**src/rtl/hd44780_pkg.sv**
```systemverilog
// Shared types and constants for the HD44780 parallel bus writer.
package hd44780_pkg;

  typedef enum logic [2:0] {
    IDLE,
    SETUP,
    E_HIGH,
    E_LOW,
    WAIT
  } state_t;

  // Which half of the byte is on DB[7:4] in 4-bit mode.
  typedef enum logic {
    NIB_HIGH,
    NIB_LOW
  } nib_t;

  localparam logic [7:0] CMD_CLEAR = 8'h01;
  localparam logic [7:0] CMD_HOME  = 8'h02;

  // Clear-display and return-home (0x02/0x03) instructions need the long hold-off.
  function automatic logic is_long_cmd(input logic rs, input logic [7:0] d);
    return !rs && ((d == CMD_CLEAR) || (d == CMD_HOME) || (d == (CMD_HOME | CMD_CLEAR)));
  endfunction

endpackage

```
**src/rtl/hd44780_bus_writer_if.sv**
```systemverilog
// Byte handshake plus HD44780 pin group for the bus writer.
interface hd44780_bus_writer_if;
  logic       in_valid;
  logic [7:0] in_data;
  logic       in_rs;
  logic       in_ready;
  logic       lcd_rs;
  logic       lcd_rw;
  logic       lcd_e;
  logic [7:0] lcd_db;

  modport master (
    output in_valid, in_data, in_rs,
    input  in_ready, lcd_rs, lcd_rw, lcd_e, lcd_db
  );

  modport slave (
    input  in_valid, in_data, in_rs,
    output in_ready, lcd_rs, lcd_rw, lcd_e, lcd_db
  );
endinterface

```
**src/rtl/hd44780_tick_edge.sv**
```systemverilog
// Rising-edge detector for the divided LCD clock; tick is one clk wide.
module hd44780_tick_edge (
  input  logic clk,
  input  logic rst,
  input  logic clkdvd,
  output logic tick
);

  logic clkdvd_q;

  // History register for the divided clock.
  always_ff @(posedge clk or negedge rst) begin
    if (!rst) clkdvd_q <= 1'b0;
    else      clkdvd_q <= clkdvd;
  end

  assign tick = clkdvd & ~clkdvd_q;

endmodule

```
**src/rtl/hd44780_bus_writer.sv**
```systemverilog
// HD44780 bus writer: one byte per handshake, setup / E pulse / hold phases
// stepped on rising edges of clkdvd, then an execution-time hold-off.
// Build option: define HD44780_4BIT_EN for the 4-bit bus (two nibbles on DB[7:4]).
//
// state  | meaning
// IDLE   | in_ready high, waiting for a byte
// SETUP  | RS/DB driven, E low, waiting for the tick that raises E
// E_HIGH | E high for one clkdvd period
// E_LOW  | E low, RS/DB held; next tick sends low nibble or starts hold-off
// WAIT   | hold-off counter running down on ticks
module hd44780_bus_writer
  import hd44780_pkg::*;
#(
  parameter int WAIT_TICKS      = 40,
  parameter int LONG_WAIT_TICKS = 1600
) (
  input  logic                  clk,
  input  logic                  rst,
  input  logic                  clkdvd,
  hd44780_bus_writer_if.slave   bus
);

`ifdef HD44780_4BIT_EN
  localparam bit FOUR_BIT = 1'b1;
`else
  localparam bit FOUR_BIT = 1'b0;
`endif
  localparam int CW = $clog2(LONG_WAIT_TICKS + 1);

  logic          tick;
  state_t        state_q, state_d;
  nib_t          nib_q, nib_d;
  logic [CW-1:0] cnt_q, cnt_d;
  logic [7:0]    data_q, data_d;
  logic          rs_q, rs_d;
  logic [7:0]    db_q, db_d;
  logic          e_q, e_d;
  logic          ready_q, ready_d;

  hd44780_tick_edge u_tick (
    .clk    (clk),
    .rst    (rst),
    .clkdvd (clkdvd),
    .tick   (tick)
  );

  // State and registered bus outputs; reset drops E immediately.
  always_ff @(posedge clk or negedge rst) begin
    if (!rst) begin
      state_q <= IDLE;
      nib_q   <= NIB_HIGH;
      cnt_q   <= '0;
      data_q  <= '0;
      rs_q    <= 1'b0;
      db_q    <= '0;
      e_q     <= 1'b0;
      ready_q <= 1'b1;
    end else begin
      state_q <= state_d;
      nib_q   <= nib_d;
      cnt_q   <= cnt_d;
      data_q  <= data_d;
      rs_q    <= rs_d;
      db_q    <= db_d;
      e_q     <= e_d;
      ready_q <= ready_d;
    end
  end

  // Next-state and next-output decode; only acceptance ignores the tick.
  always_comb begin
    state_d = state_q;
    nib_d   = nib_q;
    cnt_d   = cnt_q;
    data_d  = data_q;
    rs_d    = rs_q;
    db_d    = db_q;
    e_d     = e_q;
    ready_d = ready_q;
    case (state_q)
      IDLE: begin
        if (bus.in_valid && ready_q) begin
          data_d  = bus.in_data;
          rs_d    = bus.in_rs;
          db_d    = FOUR_BIT ? {bus.in_data[7:4], 4'h0} : bus.in_data;
          nib_d   = NIB_HIGH;
          ready_d = 1'b0;
          state_d = SETUP;
        end
      end
      SETUP: begin
        if (tick) begin
          e_d     = 1'b1;
          state_d = E_HIGH;
        end
      end
      E_HIGH: begin
        if (tick) begin
          e_d     = 1'b0;
          state_d = E_LOW;
        end
      end
      E_LOW: begin
        if (tick) begin
          if (FOUR_BIT && nib_q == NIB_HIGH) begin
            nib_d   = NIB_LOW;
            db_d    = {data_q[3:0], 4'h0};
            state_d = SETUP;
          end else begin
            cnt_d   = is_long_cmd(rs_q, data_q) ? CW'(LONG_WAIT_TICKS) : CW'(WAIT_TICKS);
            state_d = WAIT;
          end
        end
      end
      WAIT: begin
        if (tick) begin
          // A loaded count of 0 behaves like 1: the hold-off is never shorter than one tick.
          if (cnt_q <= CW'(1)) begin
            cnt_d   = '0;
            db_d    = '0;
            rs_d    = 1'b0;
            ready_d = 1'b1;
            state_d = IDLE;
          end else begin
            cnt_d = cnt_q - CW'(1);
          end
        end
      end
      default: state_d = IDLE;
    endcase
  end

  assign bus.in_ready = ready_q;
  assign bus.lcd_rs   = rs_q;
  assign bus.lcd_rw   = 1'b0;
  assign bus.lcd_e    = e_q;
  assign bus.lcd_db   = db_q;

endmodule

```
**src/flat_wrapper.sv**
```systemverilog
// flat-port wrapper written by rule: the top's interface ports become plain ports
module hd44780_bus_writer_flat import hd44780_pkg::*;
#(
  parameter int WAIT_TICKS      = 40,
  parameter int LONG_WAIT_TICKS = 1600
)
  (clk, rst, clkdvd, bus_in_valid, bus_in_data, bus_in_rs, bus_in_ready, bus_lcd_rs, bus_lcd_rw, bus_lcd_e, bus_lcd_db);
  hd44780_bus_writer_if bus_i ();
  input  logic clk;
  input  logic rst;
  input  logic clkdvd;
  input wire logic [$bits(bus_i.in_valid)-1:0] bus_in_valid;
  input wire logic [$bits(bus_i.in_data)-1:0] bus_in_data;
  input wire logic [$bits(bus_i.in_rs)-1:0] bus_in_rs;
  output wire logic [$bits(bus_i.in_ready)-1:0] bus_in_ready;
  output wire logic [$bits(bus_i.lcd_rs)-1:0] bus_lcd_rs;
  output wire logic [$bits(bus_i.lcd_rw)-1:0] bus_lcd_rw;
  output wire logic [$bits(bus_i.lcd_e)-1:0] bus_lcd_e;
  output wire logic [$bits(bus_i.lcd_db)-1:0] bus_lcd_db;
  assign bus_i.in_valid = bus_in_valid;
  assign bus_i.in_data = bus_in_data;
  assign bus_i.in_rs = bus_in_rs;
  assign bus_in_ready = bus_i.in_ready;
  assign bus_lcd_rs = bus_i.lcd_rs;
  assign bus_lcd_rw = bus_i.lcd_rw;
  assign bus_lcd_e = bus_i.lcd_e;
  assign bus_lcd_db = bus_i.lcd_db;
  hd44780_bus_writer #(.WAIT_TICKS(WAIT_TICKS), .LONG_WAIT_TICKS(LONG_WAIT_TICKS)) u_core (.clk(clk), .rst(rst), .clkdvd(clkdvd), .bus(bus_i));
endmodule
```
**config.mk**
```make
export PLATFORM = sky130hd
export DESIGN_NAME = hd44780_bus_writer_flat
export DESIGN_NICKNAME = d
export VERILOG_FILES = /design/src/rtl/hd44780_pkg.sv /design/src/rtl/hd44780_bus_writer_if.sv /design/src/rtl/hd44780_tick_edge.sv /design/src/rtl/hd44780_bus_writer.sv /design/src/flat_wrapper.sv
export SDC_FILE = /design/constraint.sdc
export NUM_CORES = 1
export LEC_CHECK = 0
export BUFFER_PORTS_ARGS = -buffer_cell sky130_fd_sc_hd__buf_2
export CORE_ASPECT_RATIO = 2
export CORE_MARGIN = 2
export CORE_UTILIZATION = 40
export CTS_CLUSTER_DIAMETER = 200
export DETAILED_ROUTE_END_ITERATION = 8
export PLACE_DENSITY = 0.65
export SYNTH_ARGS = -nofsm -noshare
export SYNTH_HDL_FRONTEND = slang
export SYNTH_HIERARCHICAL = 1
export SYNTH_SLANG_ARGS = --single-unit
```
**constraint.sdc**
```tcl
create_clock -name clk -period 5.3 [get_ports clk]
set_input_delay 0.53 -clock clk [delete_from_list [all_inputs] [get_ports clk]]
set_output_delay 0.53 -clock clk [all_outputs]
set_load 0.01 [all_outputs]
```
==> flow_metrics.py, run 1 <==
metrics = {
    "critical_path": {
        "path_class": "flop to flop",
        "cp-start-kind": "flop",
        "max_stage_delay_ns": 0.77,
        "crit_required_ns": 5.47,
        "path_cells": "nand2_1 -> nor4_4 -> mux2_2",
        "worstSetupEndpointType": "flop",
        "crit_fanout": 18,
        "cp_num_buf_inv": 0,
        "crit_family": "simple AND/OR/NAND/NOR gates",
        "crit_slowest_cell": "nor4_4",
        "cp_data_arrival_time_ns": 2.14,
    },
    "die": {
        "coreArea_um2": 4005,
        "rows": 33,
        "die_w_um": 49.30,
        "ios": 25,
        "start_util": 0.4099,
        "die_area_um2": 4664,
        "fp.dieH_um": 94.60,
    },
    "sta": {
        "fmax_mhz": 508.9,
        "worst_pin_slew_ns": 1.010,
        "clock_skew_ns": 0.004974,
        "slew-limit-headroom": 0.3218,
        "min_period_over_period": 0.3708,
        "drv_slew": 0,
        "setup_viol": 0,
        "fin_hold_ws_ns": 0.3048,
        "rsz0062_at_grt": "false",
        "setup_tns_ns": 0,
        "fin_crit_ns": 1.965,
        "finalHoldViolations": 0,
    },
    "drt": {
        "drc_errors": 0,
        "vias_per_cell": 5.415,
        "drt_iter0_drc": 29,
        "via_count": 1240,
        "wire_per_inst_um": 13.81,
        "wirelength_um": 3162,
        "drt_first_pass_iters": 4,
        "ant_nets": 0,
    },
    "logic_synthesis": {
        "netlist_area_um2": 1642,
        "ys_top_cells_by_count": "33 x dfrtp_1, 17 x nand2_1, 12 x o21ai_0",
        "post-synth-top-count-cell": "dfrtp_1",
        "syn-mean-instance-area_um2": 10.66,
        "async_flop_share": 1.000,
        "synth-edff-count": 0,
        "synth_top_area_share": 0.5030,
        "synth_nets": 169,
        "ys.flop_type": "dfrtp_1",
        "netlist_top_cells_area": "dfrtp_1 50%, mux2_2 5.5%, a22o_1 5.3%, nand2_1 3.9%, o21ai_0 3.7%",
        "synthCells": 154,
        "synth_sequential_area_ratio": 0.5191,
        "synth.distinct_cells": 42,
        "yosysWarnings": 6,
        "ys_ff_latch": 34,
        "synth.largest_area_cell": "dfrtp_1",
    },
    "power": {
        "power_density_nw_per_um2": 595.4,
        "p_clk_frac": 0.249,
        "power_switching_mw": 0.3970,
        "pwr-share-comb": 0.330,
        "power_leakage_nw": 0.8557,
        "vdd_ir_drop_max_uv": 316.3,
        "seq_power_share": 0.420,
        "internal_power_mw": 0.7420,
        "sw_frac_of_total": 0.3485,
    },
    "placement": {
        "gp_congestion": 0.9309,
        "io_buffer_count": 23,
        "dp_hpwl_um": 2257,
    },
    "global_route": {
        "grt_max_degree": 35,
        "grt_usage": 0.1485,
        "antenna_found_initial": 0,
        "use_met1": 0.2027,
        "globalRouteOverflowTotal": 0,
        "grt_pass1_wl_um": 5333,
        "met3_usage": 0.03797,
        "top_usage_layer": "met2",
        "grt_pass1_vias": 1163,
        "use_met2": 0.2162,
    },
    "cts": {
        "cts_max_path_buffers": 2,
        "cts_resized": 0,
        "cts_setup_buffers": 0,
        "root_buffer": "clkbuf_8",
        "cts_hold_buf": 0,
        "htree_levels": 2,
        "cts_buffers": 5,
        "clk_latency_ns": 0.29,
        "clk_pin_slew_ns": 0.07,
        "tritoncts": "done",
        "cts_sinks": 34,
    },
    "status": {
        "status": "finished clean",
    },
    "run": {
        "cap_violations": 0,
    },
    "layout": {
        "drive_above_1_share": 0.2655,
        "area_growth_pct": 16.54,
        "diodes": 0,
        "final_nets": 191,
    },
    "hold_path": {
        "min_path_type": "input pin to asynchronous set/reset pin",
    },
}
-- sequential cells by signal (all words and copies together), names as in the netlist --
register / count
u_core/bus.lcd_rs: 1
u_core/u_tick/clkdvd_q: 1
u_core/bus.in_ready: 1
u_core/state_q: 3
u_core/cnt_q: 11
u_core/bus.lcd_e: 1
u_core/bus.lcd_db: 8
u_core/data_q: 8
-- area by class of cell --
type,count,area (um^2)
sequential,34,852.1
multi-input combinational,108,728.2
tap,52,65.06
timing repair buffer,23,115.1
clock buffer,5,68.82
fill,382,2092
inverter,4,15.01
clock inverter,3,68.82
-- through the flow --
stage	setup WS [ns]	std cells	util	power (mW)	instance area [um^2]
finish	3.335	229	0.4777	1.139	1913
global route	3.227	229	0.4777	1.223	1913
CTS	3.335	229	0.4777	1.151	1913
detailed placement	3.161	221	0.4433	0.8592	1775
global placement	3.256	221	0.4433	0.8485	1775
floorplan	3.422	154	-	0.7526	1642
-- layer usage --
layer / wire length (um) / vias up
li1: - / 609
met1: 1400 / 579
met2: 1508 / 42
met3: 171 / 10
met4: 82 / 0
met5: 0 / -
-- path summary, 6_finish.rpt --
check	from	depth (start not counted)	slack [ns]	to
setup / recovery	u_core/bus.in_ready$_DFFE_PN1P_	3	3.33	u_core/data_q[4]$_DFFE_PN0P_
hold / removal	rst	1	0.30	u_core/cnt_q[1]$_DFFE_PN0P_
setup reg to reg	u_core/bus.in_ready$_DFFE_PN1P_	3	3.33	u_core/data_q[4]$_DFFE_PN0P_
hold reg to reg	u_core/bus.in_ready$_DFFE_PN1P_	2	0.48	u_core/bus.in_ready$_DFFE_PN1P_
max in group asynchronous	rst	1	4.52	u_core/data_q[1]$_DFFE_PN0P_
min in group clk	clkdvd	1	0.36	u_core/u_tick/clkdvd_q$_DFF_PN0_
-- logic make-up (layout without fill, tap and decap cells) --
group / after synthesis / in the layout / synth area share
xor gates and xnor gates: 1 / 1 / 0.005336
adders and majority gates: 2 / 2 / 0.01524
and+or+nand+nor: 54 / 54 / 0.1867
AOI/OAI and AO/OA: 42 / 42 / 0.1791
DFF: 34 / 34 / 0.5191
other: 1 / 1 / 0.002284
muxes: 8 / 8 / 0.05488
buffers and inverters: 12 / 35 / 0.03734
-- worst register-to-register path, stage by stage (launching register included) --
cell and delay (ns):
dfstp_2 0.55, nand2_1 0.11, nor4_4 0.77, mux2_2 0.42
-- power groups by stage --
stage,registers (mW),clock network [mW],logic [mW]
detailed placement,0.484,0,0.375
global route,0.500,0.305,0.417
floorplan,0.457,0,0.295
global placement,0.479,0,0.370
finish,0.479,0.284,0.376
CTS,0.480,0.293,0.378
-- layout by cell type (no fill, tap or decap), types with 5 or more instances in the layout --
master,instances
nor2_1,9
o21ai_0,12
dfrtp_1,33
mux2_2,8
clkbuf_8,5
nand2_1,17
a21oi_1,5
nor3_1,9
buf_2,23
a22o_1,10
Power figures use the tool's default switching activity.
==> inputs of run 2 (changes only) <==
PLACE_DENSITY = 0.67   (was 0.65)
clock period = 1.65 ns   (was 5.3 ns; I/O delays follow)
==> flow_metrics.py, run 2 (synthesis gave the netlist of run 1 again) <==
metrics = {
    "critical_path": {
        "rr_startpoint": "u_core/cnt_q[1]$_DFFE_PN0P_",
        "crit_fanout": 4,
        "crit_family": "simple AND/OR/NAND/NOR gates",
        "crit_required_ns": 1.83,
        "path_class": "flop to flop",
        "crit_slowest_cell": "dfrtp_1",
        "cp_num_buf_inv": 0,
        "cp_data_arrival_time_ns": 1.91,
        "critPathLaunch": "u_core/cnt_q[1]$_DFFE_PN0P_",
        "cpMostUsedCell": "or3_4",
        "cp-start-kind": "flop",
        "worstSetupEndpointType": "flop",
        "max_stage_delay_ns": 0.40,
        "path_cells": "or3_4 -> or3_4 -> nor3_2 -> a21oi_1 -> o22a_1",
    },
    "sta": {
        "fin_crit_ns": 1.733,
        "min_period_over_period": 1.051,
        "finalHoldViolations": 0,
        "fmax_mhz": 576.9,
        "drv_slew": 0,
        "clock_skew_ns": 0.005881,
        "setup_viol": 6,
        "slew-limit-headroom": 0.5016,
        "setup_slack_ns": -0.08347,
        "rsz0062_at_grt": "true",
        "fin_hold_ws_ns": 0.1107,
        "worst_pin_slew_ns": 0.7476,
    },
    "drt": {
        "drt_iter0_drc": 16,
        "dr_wl_met2_um": 2087,
        "wirelength_um": 3796,
        "ant_nets": 0,
        "vias_per_cell": 5.417,
        "drc_errors": 0,
        "wl_met3_um": 135,
        "drt_first_pass_iters": 4,
        "via_count": 1403,
        "wire_per_inst_um": 14.66,
        "top_layer_used": "met4",
        "m1WireLength_um": 1530,
    },
    "layout": {
        "final_util": 0.5633,
        "largest_reg_flops": 11,
        "fill_cells": 363,
        "largest-register": "u_core/cnt_q",
        "area_growth_pct": 37.42,
        "final_nets": 221,
        "final_cell_mix": "33 x dfrtp_1, 27 x buf_4, 23 x buf_2",
        "drive_above_1_share": 0.4444,
        "diodes": 0,
        "final_common_cell": "dfrtp_1",
    },
    "placement": {
        "io_buffer_count": 23,
        "dp_hpwl_um": 2652,
        "gp_congestion": 0.9154,
    },
    "cts": {
        "root_buffer": "clkbuf_8",
        "htree_levels": 2,
        "clk_pin_slew_ns": 0.07,
        "cts_max_path_buffers": 2,
        "cts_sinks": 34,
        "cts_buffers": 5,
        "clk_latency_ns": 0.29,
        "tritoncts": "done",
    },
    "global_route": {
        "antenna_found_initial": 0,
        "grt_pass1_vias": 1469,
        "grt_max_degree": 35,
        "grt_usage": 0.1863,
        "grt_pass1_wl_um": 6603,
        "globalRouteOverflowTotal": 0,
    },
    "die": {
        "rows": 33,
        "die_w_um": 49.30,
        "ios": 25,
        "die_area_um2": 4664,
        "start_util": 0.4099,
        "fp.dieH_um": 94.60,
        "coreArea_um2": 4005,
    },
    "hold_path": {
        "hp-start": "bus_in_rs",
        "min_path_type": "input pin to flop",
    },
    "power": {
        "vdd_ir_drop_max_uv": 943.2,
        "power_density_nw_per_um2": 1929,
        "power_leakage_nw": 1.030,
    },
    "status": {
        "status": "finished, violations left",
        "failed_checks": "setup timing",
    },
    "run": {
        "cap_violations": 0,
    },
}
==> run 2: cell types whose count changed in the layout (fill, tap and decap cells not counted), moves of 2 or more <==
cell,delta
dlygate4sd3_1,+2
nand2_1,-2
o21ai_2,+2
nor3_2,+2
nor2_1,-3
nand2_2,+2
o21ai_0,-3
o31ai_1,-2
nor3_1,-3
o31ai_4,+2
nor2_4,+2
buf_4,+27
==> run 2: final cells by class <==
type / instances / area [um^2] / area share
Sequential cell: 34 / 852.1 / 0.3777
Clock buffer: 6 / 82.58 / 0.03661
Multi-Input combinational cell: 108 / 823.3 / 0.3649
Timing Repair Buffer: 53 / 357.8 / 0.1586
Inverter: 4 / 15.01 / 0.006656
Tap cell: 52 / 65.06 / 0.02884
Clock inverter: 2 / 60.06 / 0.02662
==> run 2: through the flow <==
stage | std cells | cell area [um^2] | power, mW | worst slack [ns] | setup TNS [ns]
detailed placement | 248 | 2012 | 3.195 | -0.09104 | -0.4325
CTS | 259 | 2215 | 4.271 | -0.07579 | -0.2557
global route | 259 | 2256 | 4.633 | -0.1489 | -0.8168
global placement | 248 | 2012 | 3.139 | -0.06008 | -0.2230
finish | 259 | 2256 | 4.351 | -0.08347 | -0.3875
floorplan | 154 | 1673 | 2.475 | -0.04652 | -0.04865
==> run 2: worst paths after layout <==
path,endpoint,slack [ns],cells after the start
min,u_core/bus.lcd_rs$_DFFE_PN0P_,0.11,2
max,u_core/cnt_q[9]$_DFFE_PN0P_,-0.08,5
min in group asynchronous,u_core/cnt_q[3]$_DFFE_PN0P_,0.48,2
min reg2reg,u_core/bus.in_ready$_DFFE_PN1P_,0.47,2
max reg2reg,u_core/cnt_q[9]$_DFFE_PN0P_,-0.08,5
max in group asynchronous,u_core/cnt_q[2]$_DFFE_PN0P_,0.70,2
==> run 2: what timing repair did <==
item | in CTS | in global routing
pin swaps | 1 | 5
endpoints found under the hold margin | 34 | 0
gates cloned | 0 | 0
gates resized for setup | 11 | 11
setup buffers | 1 | 0
hold buffers | 2 | 0
endpoints found under the setup margin | 17 | 18
==> run 2: worst register-to-register path, stage by stage (launching register included) <==
cell	delay (ns)
dfrtp_1	0.40
or3_4	0.39
or3_4	0.37
nor3_2	0.17
a21oi_1	0.10
o22a_1	0.19
==> run 2: report_power, final <==
part | internal [mW] | switching, mW | total [mW] | leakage, nW
combinational | 0.980 | 0.912 | 1.89 | 0.538
clock | 0.644 | 0.308 | 0.952 | 0.0714
sequential | 1.20 | 0.310 | 1.51 | 0.421
total | 2.82 | 1.53 | 4.35 | 1.03
==> run 2: metal layers <==
layer  GRT usage  up-vias
met5           0        -
met4     0.07381        0
met3     0.04747        4
met2      0.3288       28
met1      0.2111      708
li1            -      663
==> inputs of run 3 (changes only) <==
REMOVE_ABC_BUFFERS = 1   (was default)
==> flow_metrics.py, run 3 (synthesis gave the netlist of run 1 again) <==
metrics = {
    "sta": {
        "rsz0062_at_grt": "true",
        "fmax_mhz": 574.4,
        "drv_slew": 0,
        "setup_slack_ns": -0.09088,
        "clock_skew_ns": 0.004742,
        "slew-limit-headroom": 0.4996,
        "setup_viol": 6,
        "finalHoldViolations": 0,
        "fin_crit_ns": 1.741,
        "min_period_over_period": 1.055,
        "worst_pin_slew_ns": 0.7507,
    },
    "critical_path": {
        "critPathLaunch": "u_core/cnt_q[1]$_DFFE_PN0P_",
        "crit_fanout": 5,
        "rr_worst_depth": 5,
        "cp_data_arrival_time_ns": 1.92,
        "r2r-end": "u_core/cnt_q[7]$_DFFE_PN0P_",
        "path_class": "flop to flop",
        "regToRegSetupSlack_ns": -0.09,
        "rr_startpoint": "u_core/cnt_q[1]$_DFFE_PN0P_",
        "crit_required_ns": 1.83,
        "critPathCapture": "u_core/cnt_q[7]$_DFFE_PN0P_",
        "worstSetupEndpointType": "flop",
        "cp-start-kind": "flop",
    },
    "layout": {
        "fin_cells": 251,
        "final_nets": 213,
        "fill_cells": 354,
        "final_common_cell": "dfrtp_1",
        "drive_above_1_share": 0.3869,
        "largest_reg_flops": 11,
        "area_growth_pct": 31.78,
        "largest-register": "u_core/cnt_q",
        "diodes": 0,
        "final_cell_mix": "33 x dfrtp_1, 23 x buf_2, 19 x buf_4",
    },
    "placement": {
        "io_buffer_count": 23,
        "gp_congestion": 0.9143,
        "place_ws_ns": -0.1145,
        "place_inst": 240,
        "dp_hpwl_um": 2542,
    },
    "drt": {
        "wirelength_um": 3562,
        "via_count": 1322,
        "ant_nets": 0,
        "drt_first_pass_iters": 4,
        "drc_errors": 0,
        "wire_per_inst_um": 14.19,
        "vias_per_cell": 5.267,
        "drt_iter0_drc": 21,
    },
    "cts": {
        "htree_levels": 2,
        "cts_sinks": 34,
        "cts_max_path_buffers": 2,
        "root_buffer": "clkbuf_8",
        "cts_buffers": 5,
        "clk_pin_slew_ns": 0.07,
        "clk_latency_ns": 0.29,
        "tritoncts": "done",
    },
    "power": {
        "power_density_nw_per_um2": 1922,
        "vdd_ir_drop_max_uv": 1232,
        "pwr-share-comb": 0.413,
        "seq_power_share": 0.358,
        "power_switching_mw": 1.448,
        "power_leakage_nw": 0.9747,
        "internal_power_mw": 2.710,
        "sw_frac_of_total": 0.3482,
        "p_clk_frac": 0.228,
    },
    "status": {
        "failed_checks": "setup timing",
        "status": "finished, violations left",
    },
    "run": {
        "cap_violations": 0,
    },
    "global_route": {
        "antenna_found_initial": 0,
        "grt_pass1_vias": 1395,
        "globalRouteOverflowTotal": 0,
        "grt_usage": 0.1734,
        "grt_pass1_wl_um": 6313,
        "grt_max_degree": 35,
    },
    "die": {
        "fp.dieH_um": 94.60,
        "die_w_um": 49.30,
        "die_area_um2": 4664,
        "rows": 33,
        "start_util": 0.4099,
        "coreArea_um2": 4005,
        "ios": 25,
    },
    "hold_path": {
        "min_path_type": "input pin to flop",
    },
}
## run 3: cell count changes in the layout (fill, tap and decap cells not counted), sizes merged
cell  delta
buf      -8
## run 3: timing repair
action,in CTS,in global routing
setup endpoints to repair,10,20
hold buffers,2,0
endpoints found under the hold margin,34,0
pin swaps,1,0
gates resized for setup,8,9
buffers inserted,1,0
## run 3: per-layer routing
layer / global-route usage / part of all wire / vias to the layer above
li1: - / - / 647
met1: 0.2166 / 0.44 / 645
met2: 0.2917 / 0.52 / 28
met3: 0.04114 / 0.036 / 2
met4: 0.05714 / 0.0065 / 0
met5: 0 / 0 / -
## run 3: metrics by stage
stage	hold slack, ns	power (mW)	TNS [ns]	utilization	area, um^2
3_3_place_gp	0.2738	2.961	-0.4156	0.4820	1931
3_5_place_dp	0.2804	3.011	-0.8010	0.4820	1931
5_1_grt	0.1025	4.455	-0.8226	0.5401	2163
6_report	0.1002	4.158	-0.2917	0.5401	2163
4_1_cts	0.09357	4.127	-0.2836	0.5323	2132
2_1_floorplan	-0.1306	2.377	-0.7636	-	1595
## run 3: power groups by stage
stage	Sequential (mW)	Combinational, mW	Clock (mW)
after detailed placement	1.49	1.52	0
after global placement	1.47	1.49	0
after floorplan	1.54	0.841	0
final	1.49	1.72	0.950
after CTS	1.48	1.68	0.974
after global routing	1.54	1.91	1.01
## run 3: critical path: stages (launching register included)
cell,delay [ns]
dfrtp_1,0.40
or3_4,0.40
or3_4,0.38
o31ai_2,0.18
o31ai_1,0.10
a22o_1,0.18
## run 3: cell type report
| cell class | count | area [um^2] | area share |
|---|---|---|---|
| inverter | 4 | 15.01 | 0.006940 |
| tap | 52 | 65.06 | 0.03008 |
| clock buffer | 6 | 82.58 | 0.03817 |
| multi-input combinational | 108 | 790.8 | 0.3655 |
| clock inverter | 2 | 60.06 | 0.02776 |
| timing repair buffer | 45 | 297.8 | 0.1377 |
| sequential | 34 | 852.1 | 0.3939 |
## run 3: worst min-delay path by stage
| stage | endpoint | startpoint | depth (start not counted) |
|---|---|---|---|
| 4_1_cts | u_core/bus.lcd_rs$_DFFE_PN0P_ | bus_in_rs | 2 |
| 3_3_place_gp | u_core/cnt_q[2]$_DFFE_PN0P_ | rst | 1 |
| 3_5_place_dp | u_core/cnt_q[4]$_DFFE_PN0P_ | rst | 1 |
| 2_1_floorplan | u_core/bus.lcd_db[0]$_DFFE_PN0P_ | rst | 0 |
| 6_report | u_core/bus.lcd_rs$_DFFE_PN0P_ | bus_in_rs | 2 |
| 5_1_grt | u_core/bus.lcd_rs$_DFFE_PN0P_ | bus_in_rs | 2 |
